$ cat config.mk
export PLATFORM = sky130hd
export DESIGN_NAME = sdp_ram_burst_reader_flat
export DESIGN_NICKNAME = d
export VERILOG_FILES = /design/src/rtl/sdp_ram_burst_reader_if.sv /design/src/rtl/sdp_ram_burst_reader.sv /design/src/flat_wrapper.sv
export SDC_FILE = /design/constraint.sdc
export NUM_CORES = 1
export LEC_CHECK = 0
export CORE_ASPECT_RATIO = 0.5
export CORE_MARGIN = 2
export CORE_UTILIZATION = 45
export CTS_BUF_LIST = sky130_fd_sc_hd__clkbuf_8
export DETAILED_ROUTE_END_ITERATION = 12
export PLACE_DENSITY = 0.72
export SLEW_MARGIN = 0
export SYNTH_ARGS = -nofsm -noshare
export SYNTH_HDL_FRONTEND = slang
export SYNTH_SLANG_ARGS = --single-unit
$ cat constraint.sdc
create_clock -name clk -period 4.9 [get_ports clk]
set_clock_uncertainty 0.2 [all_clocks]
set_input_delay 1.47 -clock clk [delete_from_list [all_inputs] [get_ports clk]]
set_output_delay 1.47 -clock clk [all_outputs]
set_load 0.01 [all_outputs]
$ cat src/rtl/sdp_ram_burst_reader_if.sv
// Request, RAM read port B and output stream of the burst reader, bundled for port hookup.
// master = requester/RAM/sink environment, slave = the reader itself.
interface sdp_ram_burst_reader_if #(
  parameter int ADDR_W = 9,
  parameter int DATA_W = 32
);
  logic              req_valid;
  logic              req_ready;
  logic [ADDR_W-1:0] req_addr;
  logic [ADDR_W:0]   req_len;
  logic [ADDR_W-1:0] ram_addrb;
  logic [DATA_W-1:0] ram_doutb;
  logic              dout_valid;
  logic              dout_ready;
  logic [DATA_W-1:0] dout_data;
  logic              dout_last;
  logic              busy;

  modport master (
    output req_valid, req_addr, req_len, ram_doutb, dout_ready,
    input  req_ready, ram_addrb, dout_valid, dout_data, dout_last, busy
  );

  modport slave (
    input  req_valid, req_addr, req_len, ram_doutb, dout_ready,
    output req_ready, ram_addrb, dout_valid, dout_data, dout_last, busy
  );
endinterface

$ cat src/rtl/sdp_ram_burst_reader.sv
// Burst read controller for a 1-cycle-latency RAM read port: issues addresses under a
// credit limit so the small output FIFO can never overflow, streaming words with a last tag.
module sdp_ram_burst_reader #(
  parameter int ADDR_W     = 9,
  parameter int DATA_W     = 32,
  parameter int FIFO_DEPTH = 2
) (
  input  logic                  clk,
  input  logic                  reset,
  sdp_ram_burst_reader_if.slave bus
);
  localparam int PTR_W = (FIFO_DEPTH > 1) ? $clog2(FIFO_DEPTH) : 1;
  localparam int CNT_W = $clog2(FIFO_DEPTH + 1);
  localparam int CR_W  = CNT_W + 1;

  typedef enum logic [1:0] {S_IDLE, S_ISSUE, S_DRAIN} state_t;

  typedef struct packed {
    logic              last;
    logic [DATA_W-1:0] data;
  } beat_t;

  state_t            state, state_n;
  logic [ADDR_W-1:0] ptr, addr_hold;
  logic [ADDR_W:0]   remaining;
  logic              inflight, inflight_last;
  beat_t             fifo_q [FIFO_DEPTH];
  logic [PTR_W-1:0]  rd_ptr, wr_ptr;
  logic [CNT_W-1:0]  fifo_count;
  logic [CR_W-1:0]   credit_used;
  logic              accept, issue, push, pop;

  assign accept = (state == S_IDLE) && bus.req_valid && (bus.req_len != '0);
  assign pop    = bus.dout_valid && bus.dout_ready;
  assign push   = inflight;

  // Words buffered plus the one in the RAM pipeline, less the one leaving this cycle,
  // must stay below the FIFO depth; this is what makes the blind push safe.
  assign credit_used = CR_W'(fifo_count) + CR_W'(inflight);
  assign issue = (state == S_ISSUE) && (credit_used < CR_W'(FIFO_DEPTH) + CR_W'(pop));

  assign bus.ram_addrb  = issue ? ptr : addr_hold;
  assign bus.req_ready  = (state == S_IDLE);
  assign bus.busy       = (state != S_IDLE);
  assign bus.dout_valid = (fifo_count != '0);
  assign bus.dout_data  = fifo_q[rd_ptr].data;
  assign bus.dout_last  = fifo_q[rd_ptr].last;

  always_ff @(posedge clk or posedge reset) begin
    if (reset) state <= S_IDLE;
    else       state <= state_n;
  end

  always_comb begin
    state_n = state;
    unique case (state)
      S_IDLE:  if (accept) state_n = S_ISSUE;
      S_ISSUE: if (issue && remaining == (ADDR_W+1)'(1)) state_n = S_DRAIN;
      S_DRAIN: if (pop && bus.dout_last) state_n = S_IDLE;
      default: state_n = S_IDLE;
    endcase
  end

  always_ff @(posedge clk or posedge reset) begin
    if (reset) begin
      ptr           <= '0;
      remaining     <= '0;
      addr_hold     <= '0;
      inflight      <= 1'b0;
      inflight_last <= 1'b0;
    end else begin
      inflight      <= issue;
      inflight_last <= issue && (remaining == (ADDR_W+1)'(1));
      if (accept) begin
        ptr       <= bus.req_addr;
        remaining <= bus.req_len;
      end else if (issue) begin
        ptr       <= ptr + 1'b1;
        remaining <= remaining - 1'b1;
        addr_hold <= ptr;
      end
    end
  end

  always_ff @(posedge clk or posedge reset) begin
    if (reset) begin
      rd_ptr     <= '0;
      wr_ptr     <= '0;
      fifo_count <= '0;
      for (int i = 0; i < FIFO_DEPTH; i++) fifo_q[i] <= '0;
    end else begin
      if (push) begin
        fifo_q[wr_ptr] <= '{last: inflight_last, data: bus.ram_doutb};
        wr_ptr <= (wr_ptr == PTR_W'(FIFO_DEPTH - 1)) ? '0 : wr_ptr + 1'b1;
      end
      if (pop)
        rd_ptr <= (rd_ptr == PTR_W'(FIFO_DEPTH - 1)) ? '0 : rd_ptr + 1'b1;
      fifo_count <= fifo_count + CNT_W'(push) - CNT_W'(pop);
    end
  end
endmodule

$ cat src/flat_wrapper.sv
// flat-port wrapper written by rule: the top's interface ports become plain ports
module sdp_ram_burst_reader_flat 
#(
  parameter int ADDR_W     = 9,
  parameter int DATA_W     = 32,
  parameter int FIFO_DEPTH = 2
)
  (clk, reset, bus_req_valid, bus_req_addr, bus_req_len, bus_ram_doutb, bus_dout_ready, bus_req_ready, bus_ram_addrb, bus_dout_valid, bus_dout_data, bus_dout_last, bus_busy);
  sdp_ram_burst_reader_if #(.ADDR_W(ADDR_W), .DATA_W(DATA_W)) bus_i ();
  input  logic clk;
  input  logic reset;
  input wire logic [$bits(bus_i.req_valid)-1:0] bus_req_valid;
  input wire logic [$bits(bus_i.req_addr)-1:0] bus_req_addr;
  input wire logic [$bits(bus_i.req_len)-1:0] bus_req_len;
  input wire logic [$bits(bus_i.ram_doutb)-1:0] bus_ram_doutb;
  input wire logic [$bits(bus_i.dout_ready)-1:0] bus_dout_ready;
  output wire logic [$bits(bus_i.req_ready)-1:0] bus_req_ready;
  output wire logic [$bits(bus_i.ram_addrb)-1:0] bus_ram_addrb;
  output wire logic [$bits(bus_i.dout_valid)-1:0] bus_dout_valid;
  output wire logic [$bits(bus_i.dout_data)-1:0] bus_dout_data;
  output wire logic [$bits(bus_i.dout_last)-1:0] bus_dout_last;
  output wire logic [$bits(bus_i.busy)-1:0] bus_busy;
  assign bus_i.req_valid = bus_req_valid;
  assign bus_i.req_addr = bus_req_addr;
  assign bus_i.req_len = bus_req_len;
  assign bus_i.ram_doutb = bus_ram_doutb;
  assign bus_i.dout_ready = bus_dout_ready;
  assign bus_req_ready = bus_i.req_ready;
  assign bus_ram_addrb = bus_i.ram_addrb;
  assign bus_dout_valid = bus_i.dout_valid;
  assign bus_dout_data = bus_i.dout_data;
  assign bus_dout_last = bus_i.dout_last;
  assign bus_busy = bus_i.busy;
  sdp_ram_burst_reader #(.ADDR_W(ADDR_W), .DATA_W(DATA_W), .FIFO_DEPTH(FIFO_DEPTH)) u_core (.clk(clk), .reset(reset), .bus(bus_i));
endmodule
==> out/qor.log, run 1 <==
[run] number of maximum-capacitance constraint violations 0
[placed_design] I/O Buffers 99
[yosys] most common cell in the netlist dfrtp_1
[clock_tree] H-tree levels 3
[finish] Layout Nets 555
[yosys] main area contributors after synthesis dfrtp_1 (54%), mux2_2 (24%), nand2_1 (3.8%), ha_1 (1.9%), inv_1 (1.2%)
[finish] fraction of final layout cells with drive strength greater than 1 0.2952
[floorplanning] area of the core region 10180 um2
[sta] maximum frequency from static timing analysis 0.2098 GHz
[yosys] Syn Std Cell Area 4706 um2
[drt] TritonRoute pass-1 iters 4
[sta] fin. max-slew vios 0
[setup_path] crit path max-delay cell type clkdlybuf4s50_1
[setup_path] element type at the critical path start primary input
[clock_tree] CTS Buf Count 9
[yosys] net count after synthesis 443
[setup_path] number of buffers and inverters on the critical path 3
[floorplanning] die height 76.31 um
[setup_path] category of cells accounting for the largest share of critical-path delay buffers and inverters
[setup_path] maximum fanout count along the critical path 4
[pwr] leak pwr 2.671 nW
[finish] Sequential cell area 2552 um2
[setup_path] path type of the worst setup path primary input to primary output
[yosys] fraction of post-synthesis cell area in the top cell type by area 0.5424
[yosys] mux cell area share after synthesis 0.2369
[sta] RSZ-0062 raised after global routing false
[yosys] Post-Synth XOR/XNOR Area 0.01117
[drt] post-route ant nets 0
[pwr] PD cells 769.5 nW/um2
[sta] endpoints failing hold 0
[drt] number of vias per cell after detailed routing 5.160
[setup_path] Arr. time, crit path 3100 ps
[global_route] via count of the first global-routing pass 3352
[placed_design] RD Place Congestion 0.7589
[finish] Multi-input gate area 2034 um2
[hold_path] path type of the worst min-delay path register to register
[yosys] Yosys Warn Count 0
[clock_tree] clk buf depth 2
[setup_path] cells along the critical path clkdlybuf4s50_1 -> o21ai_1 -> o21ai_2 -> nand2_2 -> clkinv_2 -> nand2_1 -> nand2_1 -> clkdlybuf4s50_1
[finish] count of filler cells inserted in the layout 851
[finish] final design area excluding fillers 6185 um2
[floorplanning] number of rows in the core area 26
[global_route] total global-route track usage 0.1812
[yosys] gate count of the mapped netlist 381
[sta] Worst Tran Pin Value 1024 ps
[yosys] FFs w/ async S/R, synth 1.000
[sta] final cycle utilization of the critical path 0.9728
[sta] time the final worst path needs with I/O delays and setup 4767 ps
[outcome] status finished clean
[drt] DRC violation count after routing 0
[yosys] most frequent cells after synthesis dfrtp_1 (102), mux2_2 (99), nand2_1 (48)
[sta] endpoints failing setup 0
[floorplanning] initial cell density of the core 0.4622
[placed_design] HPWL after detailed placement 6623 um
[yosys] post-synthesis average cell area 12.35 um2
[drt] DRC marker count from the first detailed-route iteration 167
[yosys] most area-hungry cell type in the Yosys netlist dfrtp_1
[global_route] antenna violations before repair 0
[setup_path] Worst EP required 3230 ps
[setup_path] Setup crit end kind primary output
[global_route] total gr overflow 0
[yosys] count of unique library cells instantiated by Yosys 47
[global_route] pin count of the biggest net entering global routing 60
[finish] area growth from synthesis to layout 31.43%
[clock_tree] clock root buffer clkbuf_8
[clock_tree] clock insertion delay at the later pin of the skew report 360 ps
[floorplanning] Die Area 11340 um2
[clock_tree] CTS tree done
[drt] routed vias 3292
[floorplanning] x dimension of the die 148.6 um
[drt] final WL 9688 um
[yosys] share of synthesized area occupied by flip-flops and latches 0.5424
[placed_design] placed inst area 5957 um2
[global_route] first-pass GRT wire length 16300 um
[finish] antenna cell count 0
[pwr] VDD IR max 0.4231 mV
[yosys] post-synthesis compound-gate area fraction 0.08349
[yosys] fraction of the mapped netlist area in adder cells 0.01861
[yosys] main combinational cell family by area after synthesis multiplexers
[clock_tree] clock-pin slew on the worst setup and hold paths 90 ps
[yosys] simple-gate share of the synthesized area 0.07977
[pwr] total power of the final layout 4.759 mW
[yosys] most common flop cell mapped by yosys dfrtp_1
[yosys] total of flip-flops plus latches after synthesis 102
[drt] average detailed-routed wire length per instance 15.18 um
[setup_path] slowest stage delay, CP 540 ps
[clock_tree] CTS sink cnt 102
[clock_tree] hold-fix buffer count after cts 0
[setup_path] R2R setup slack 2540 ps
[yosys] number of flops mapped to enable cells by yosys 0
[sta] worst-case headroom to the max-slew limit 0.3110
[floorplanning] number of top-level design ports 100
path summary, 6_finish.rpt:
path | from | end | cells past startpoint
worst min-delay path | u_core.addr_hold[1] | u_core.addr_hold[1] | 2
min in group asynchronous | reset | u_core.addr_hold[6] | 2
worst max-delay path | bus_dout_ready | bus_ram_addrb[7] | 8
max in group asynchronous | reset | u_core.fifo_q[5] | 3
worst max register to register | u_core.state[1] | u_core.ptr[8] | 5
worst min register to register | u_core.addr_hold[1] | u_core.addr_hold[1] | 2
power breakdown:
group          total [mW]  internal, mW  switching [mW]
clock network       0.551         0.264           0.287
logic                2.70          1.52            1.18
registers            1.51          1.26           0.250
tightest hold or removal path, stage by stage (launching register included):
cell     delay (ps)
dfrtp_1         330
nand2_1          60
nand2_1          60
placed cells by master, fill, tap and decap left out, types with 2 or more instances in the layout:
master             n
a211oi_1           3
a21o_1             2
a21oi_1            7
a221o_1            3
a22oi_1            2
a31o_2             2
a32oi_1            3
buf_12             2
buf_4             16
clkbuf_8          11
clkdlybuf4s50_1   91
clkinv_4           2
dfrtp_1          102
dlygate4sd2_1      6
dlymetal6s2s_1     2
ha_1               7
inv_1             15
mux2_2            99
nand2_1           48
nand3_1            3
nand4_1            4
nor2_1            10
nor3_1             2
nor3b_2            2
nor4_1             2
o21a_1             2
o21ai_0           11
o21ai_1            5
o22ai_1            2
o41ai_1            2
or2_2              2
xnor2_1            4
xor2_1             2
state kept, by name, summed over array words and instances (netlist names):
name / cells
u_core.addr_hold: 9
u_core.fifo_count: 2
u_core.fifo_q: 66
u_core.inflight: 1
u_core.inflight_last: 1
u_core.ptr: 9
u_core.rd_ptr: 1
u_core.remaining: 10
u_core.state: 2
u_core.wr_ptr: 1
what timing repair did:
action	in CTS	in global routing
pin swaps	1	1
cloned	0	0
endpoints found under the hold margin	0	0
setup buffers	1	1
setup endpoints to repair	8	3
resized for setup	8	2
metal layers:
layer	global-route usage	routed length [um]	part of all wire
met1	0.2343	4422	0.46
met2	0.3023	4718	0.49
met3	0.05030	446	0.046
met4	0.04857	101	0.010
met5	0	0	0
cell families (layout without fill, tap and decap cells):
| group | after synthesis | count (layout) |
|---|---|---|
| compound gates | 54 | 54 |
| fa+ha+maj | 7 | 7 |
| simple gates | 81 | 81 |
| mux | 99 | 99 |
| xor+xnor | 6 | 6 |
| buf+inv | 32 | 149 |
| flops | 102 | 102 |
metrics by stage:
stage / setup TNS [ps] / hold slack (ps) / util / std cells / worst slack, ps
2_1_floorplan: 0 / 238.7 / - / 381 / 554.5
3_3_place_gp: -234.8 / 253.6 / 0.5850 / 620 / -52.64
3_5_place_dp: -333.6 / 257.4 / 0.5850 / 620 / -75.21
4_1_cts: 0 / 279.7 / 0.6062 / 637 / 35.93
5_1_grt: 0 / 305.9 / 0.6074 / 638 / 47.97
6_report: 0 / 275.2 / 0.6074 / 638 / 133.3
layout make-up:
type,instances,area share
sequential,102,0.4127
tap,140,0.02832
multi-input combinational,247,0.3289
clock inverter,5,0.009508
timing repair buffer,117,0.1857
clock buffer,11,0.02448
inverter,16,0.01032
No activity file was read; power rests on OpenSTA's default activity.
==> run 2, diff against run 1 <==
Settings changed: CORE_MARGIN 2 to unset, MAX_ROUTING_LAYER set to met4.
==> out/qor.log, run 2 (synthesis gave the netlist of run 1 again) <==
[pwr] Reg power frac 0.316
[drt] post-route ant nets 0
[sta] Worst Tran Pin Value 1072 ps
[setup_path] maximum fanout count along the critical path 26
[sta] fin. max-slew vios 0
[global_route] first-pass GRT wire length 16070 um
[sta] Final Worst Setup Slack 128.6 ps
[setup_path] crit path max-delay cell type clkdlybuf4s50_1
[sta] maximum frequency from static timing analysis 0.2096 GHz
[sta] endpoints failing setup 0
[floorplanning] area of the core region 9791 um2
[global_route] total gr overflow 0
[floorplanning] number of top-level design ports 100
[drt] average detailed-routed wire length per instance 15.31 um
[finish] flip-flop count of the largest register, all copies and words added 66
[setup_path] depth of the most critical reg-to-reg path 9
[finish] share of the core filled with cells 0.6275
[global_route] antenna violations before repair 0
[run] number of maximum-capacitance constraint violations 0
[clock_tree] CTS Buf Count 9
[pwr] PD cells 765.4 nW/um2
[setup_path] category of cells accounting for the largest share of critical-path delay buffers and inverters
[placed_design] I/O Buffers 99
[pwr] internal power 3.000 mW
[setup_path] start of the worst register-to-register path u_core.fifo_count[0]
[clock_tree] H-tree levels 3
[hold_path] start point of the worst min-delay path u_core.addr_hold[6]
[finish] Sequential cell area 2552 um2
[finish] largest reg by FF count u_core.fifo_q
[floorplanning] x dimension of the die 146.6 um
[setup_path] number of buffers and inverters on the critical path 3
[clock_tree] clock root buffer clkbuf_8
[sta] worst-case headroom to the max-slew limit 0.2787
[placed_design] dpl ws -41.39 ps
[drt] routed vias 3305
[clock_tree] clock insertion delay at the later pin of the skew report 360 ps
[setup_path] slowest stage delay, CP 470 ps
[global_route] via count of the first global-routing pass 3255
[finish] count of filler cells inserted in the layout 811
[pwr] clock network fraction of total power 0.109
[finish] commonest cells after routing, fill and taps aside dfrtp_1 (102), mux2_2 (99), clkdlybuf4s50_1 (91)
[outcome] status finished clean
[setup_path] Arr. time, crit path 3100 ps
[global_route] total global-route track usage 0.1974
[clock_tree] CTS tree done
[floorplanning] die height 74.31 um
[hold_path] path type of the worst min-delay path register to register
[pwr] fraction of power spent switching nets 0.3620
[sta] time the final worst path needs with I/O delays and setup 4771 ps
[setup_path] launch point of the critical path bus_dout_ready
[placed_design] RD Place Congestion 0.8271
[clock_tree] clk buf depth 2
[finish] fraction of final layout cells with drive strength greater than 1 0.2880
[clock_tree] clock-pin slew on the worst setup and hold paths 90 ps
[drt] DRC marker count from the first detailed-route iteration 115
[sta] endpoints failing hold 0
[clock_tree] CTS sink cnt 102
[drt] number of vias per cell after detailed routing 5.263
[placed_design] HPWL after detailed placement 6643 um
[setup_path] Stages on worst setup path 8
[drt] final WL 9613 um
[setup_path] R2R setup slack 2490 ps
[setup_path] element type at the critical path start primary input
[setup_path] endpoint of the worst setup timing path bus_ram_addrb[5]
[drt] DRC violation count after routing 0
[pwr] combinational fraction of design power 0.575
[global_route] pin count of the biggest net entering global routing 62
[setup_path] R2R Path End u_core.remaining[4]
[finish] antenna cell count 0
[finish] Multi-input gate area 2034 um2
[drt] TritonRoute pass-1 iters 4
[finish] area growth from synthesis to layout 30.55%
[hold_path] worst hold path depth 2
[pwr] leak pwr 2.688 nW
[sta] final cycle utilization of the critical path 0.9738
[pwr] switching power summed over all nets 1.702 mW
[finish] Layout Nets 551
[sta] RSZ-0062 raised after global routing false
[finish] most frequent standard cell in the layout excluding fill and tap cells dfrtp_1
[setup_path] Setup crit end kind primary output
[floorplanning] Die Area 10900 um2
[floorplanning] number of rows in the core area 25
[setup_path] cells along the critical path clkdlybuf4s50_1 -> o21ai_1 -> o21ai_2 -> nand2_2 -> buf_12 -> nand2_1 -> nand2_1 -> clkdlybuf4s50_1
[finish] largest registers u_core.fifo_q: 66 flops, u_core.remaining: 10 flops
[pwr] VDD IR max 0.3759 mV
[setup_path] path type of the worst setup path primary input to primary output
[floorplanning] initial cell density of the core 0.4806
[setup_path] Worst EP required 3230 ps
run 2: cell types whose count changed in the layout (fill, tap and decap cells not counted), sizes merged:
| cell | change |
|---|---|
| clkbuf | -2 |
| dlymetal6s2s | +5 |
| clkinv | +1 |
| clkinvlp | +1 |
| inv | -1 |
| buf | -4 |
| dlygate4sd2 | -5 |
run 2: layer usage:
layer | GRT usage | vias to the layer above | wire (um)
met5 | - | - | 0
met4 | 0.05903 | 0 | 95
met3 | 0.04233 | 9 | 382
met2 | 0.3270 | 68 | 4762
met1 | 0.2472 | 1651 | 4373
li1 | - | 1577 | -
run 2: worst reg2reg max path, cell delays in order, from the launching register on:
cell and delay, ps:
dfrtp_1 420, ha_1 210, ha_1 300, o21ai_2 80
nand2_2 90, clkinv_1 130, buf_4 190, buf_4 180
a32o_1 250, a221o_1 250
run 2: how the worst min path moves through the flow:
stage          slack (ps)             endpoint
6_report              270  u_core.addr_hold[6]
5_1_grt               300  u_core.addr_hold[4]
4_1_cts               280  u_core.addr_hold[6]
3_5_place_dp          260  u_core.addr_hold[6]
3_3_place_gp          250  u_core.addr_hold[7]
2_1_floorplan         240  u_core.addr_hold[2]
run 2: through the flow:
stage / instance area (um2) / instances / total power [mW] / setup TNS (ps) / hold WS (ps)
5_1_grt: 6143 / 628 / 5.089 / 0 / 300.1
4_1_cts: 6118 / 627 / 4.778 / 0 / 281.1
3_5_place_dp: 5928 / 612 / 4.245 / -114.6 / 256.7
3_3_place_gp: 5928 / 612 / 4.179 / -61.34 / 254.8
2_1_floorplan: 4706 / 381 / 3.101 / 0 / 238.7
6_report: 6143 / 628 / 4.702 / 0 / 273.8
run 2: layout make-up:
class                           count  area share
Tap cell                          135     0.02749
Clock inverter                      6     0.01039
Multi-Input combinational cell    247      0.3312
Clock buffer                        9     0.02016
Sequential cell                   102      0.4155
Inverter                           16     0.01018
Timing Repair Buffer              113      0.1851
run 2: repair_timing:
| action | 4_1_cts | 5_1_grt |
|---|---|---|
| setup buffers | 0 | 1 |
| gates resized for setup | 2 | 7 |
| hold buffers | 0 | 0 |
| endpoints found under the setup margin | 7 | 7 |
run 2: power by group through the flow:
stage               clock, mW  sequential [mW]  combinational (mW)
floorplan                   0             1.43                1.67
global placement            0             1.49                2.69
detailed placement          0             1.51                2.74
CTS                     0.535             1.49                2.75
global route            0.570             1.55                2.97
finish                  0.512             1.49                2.70
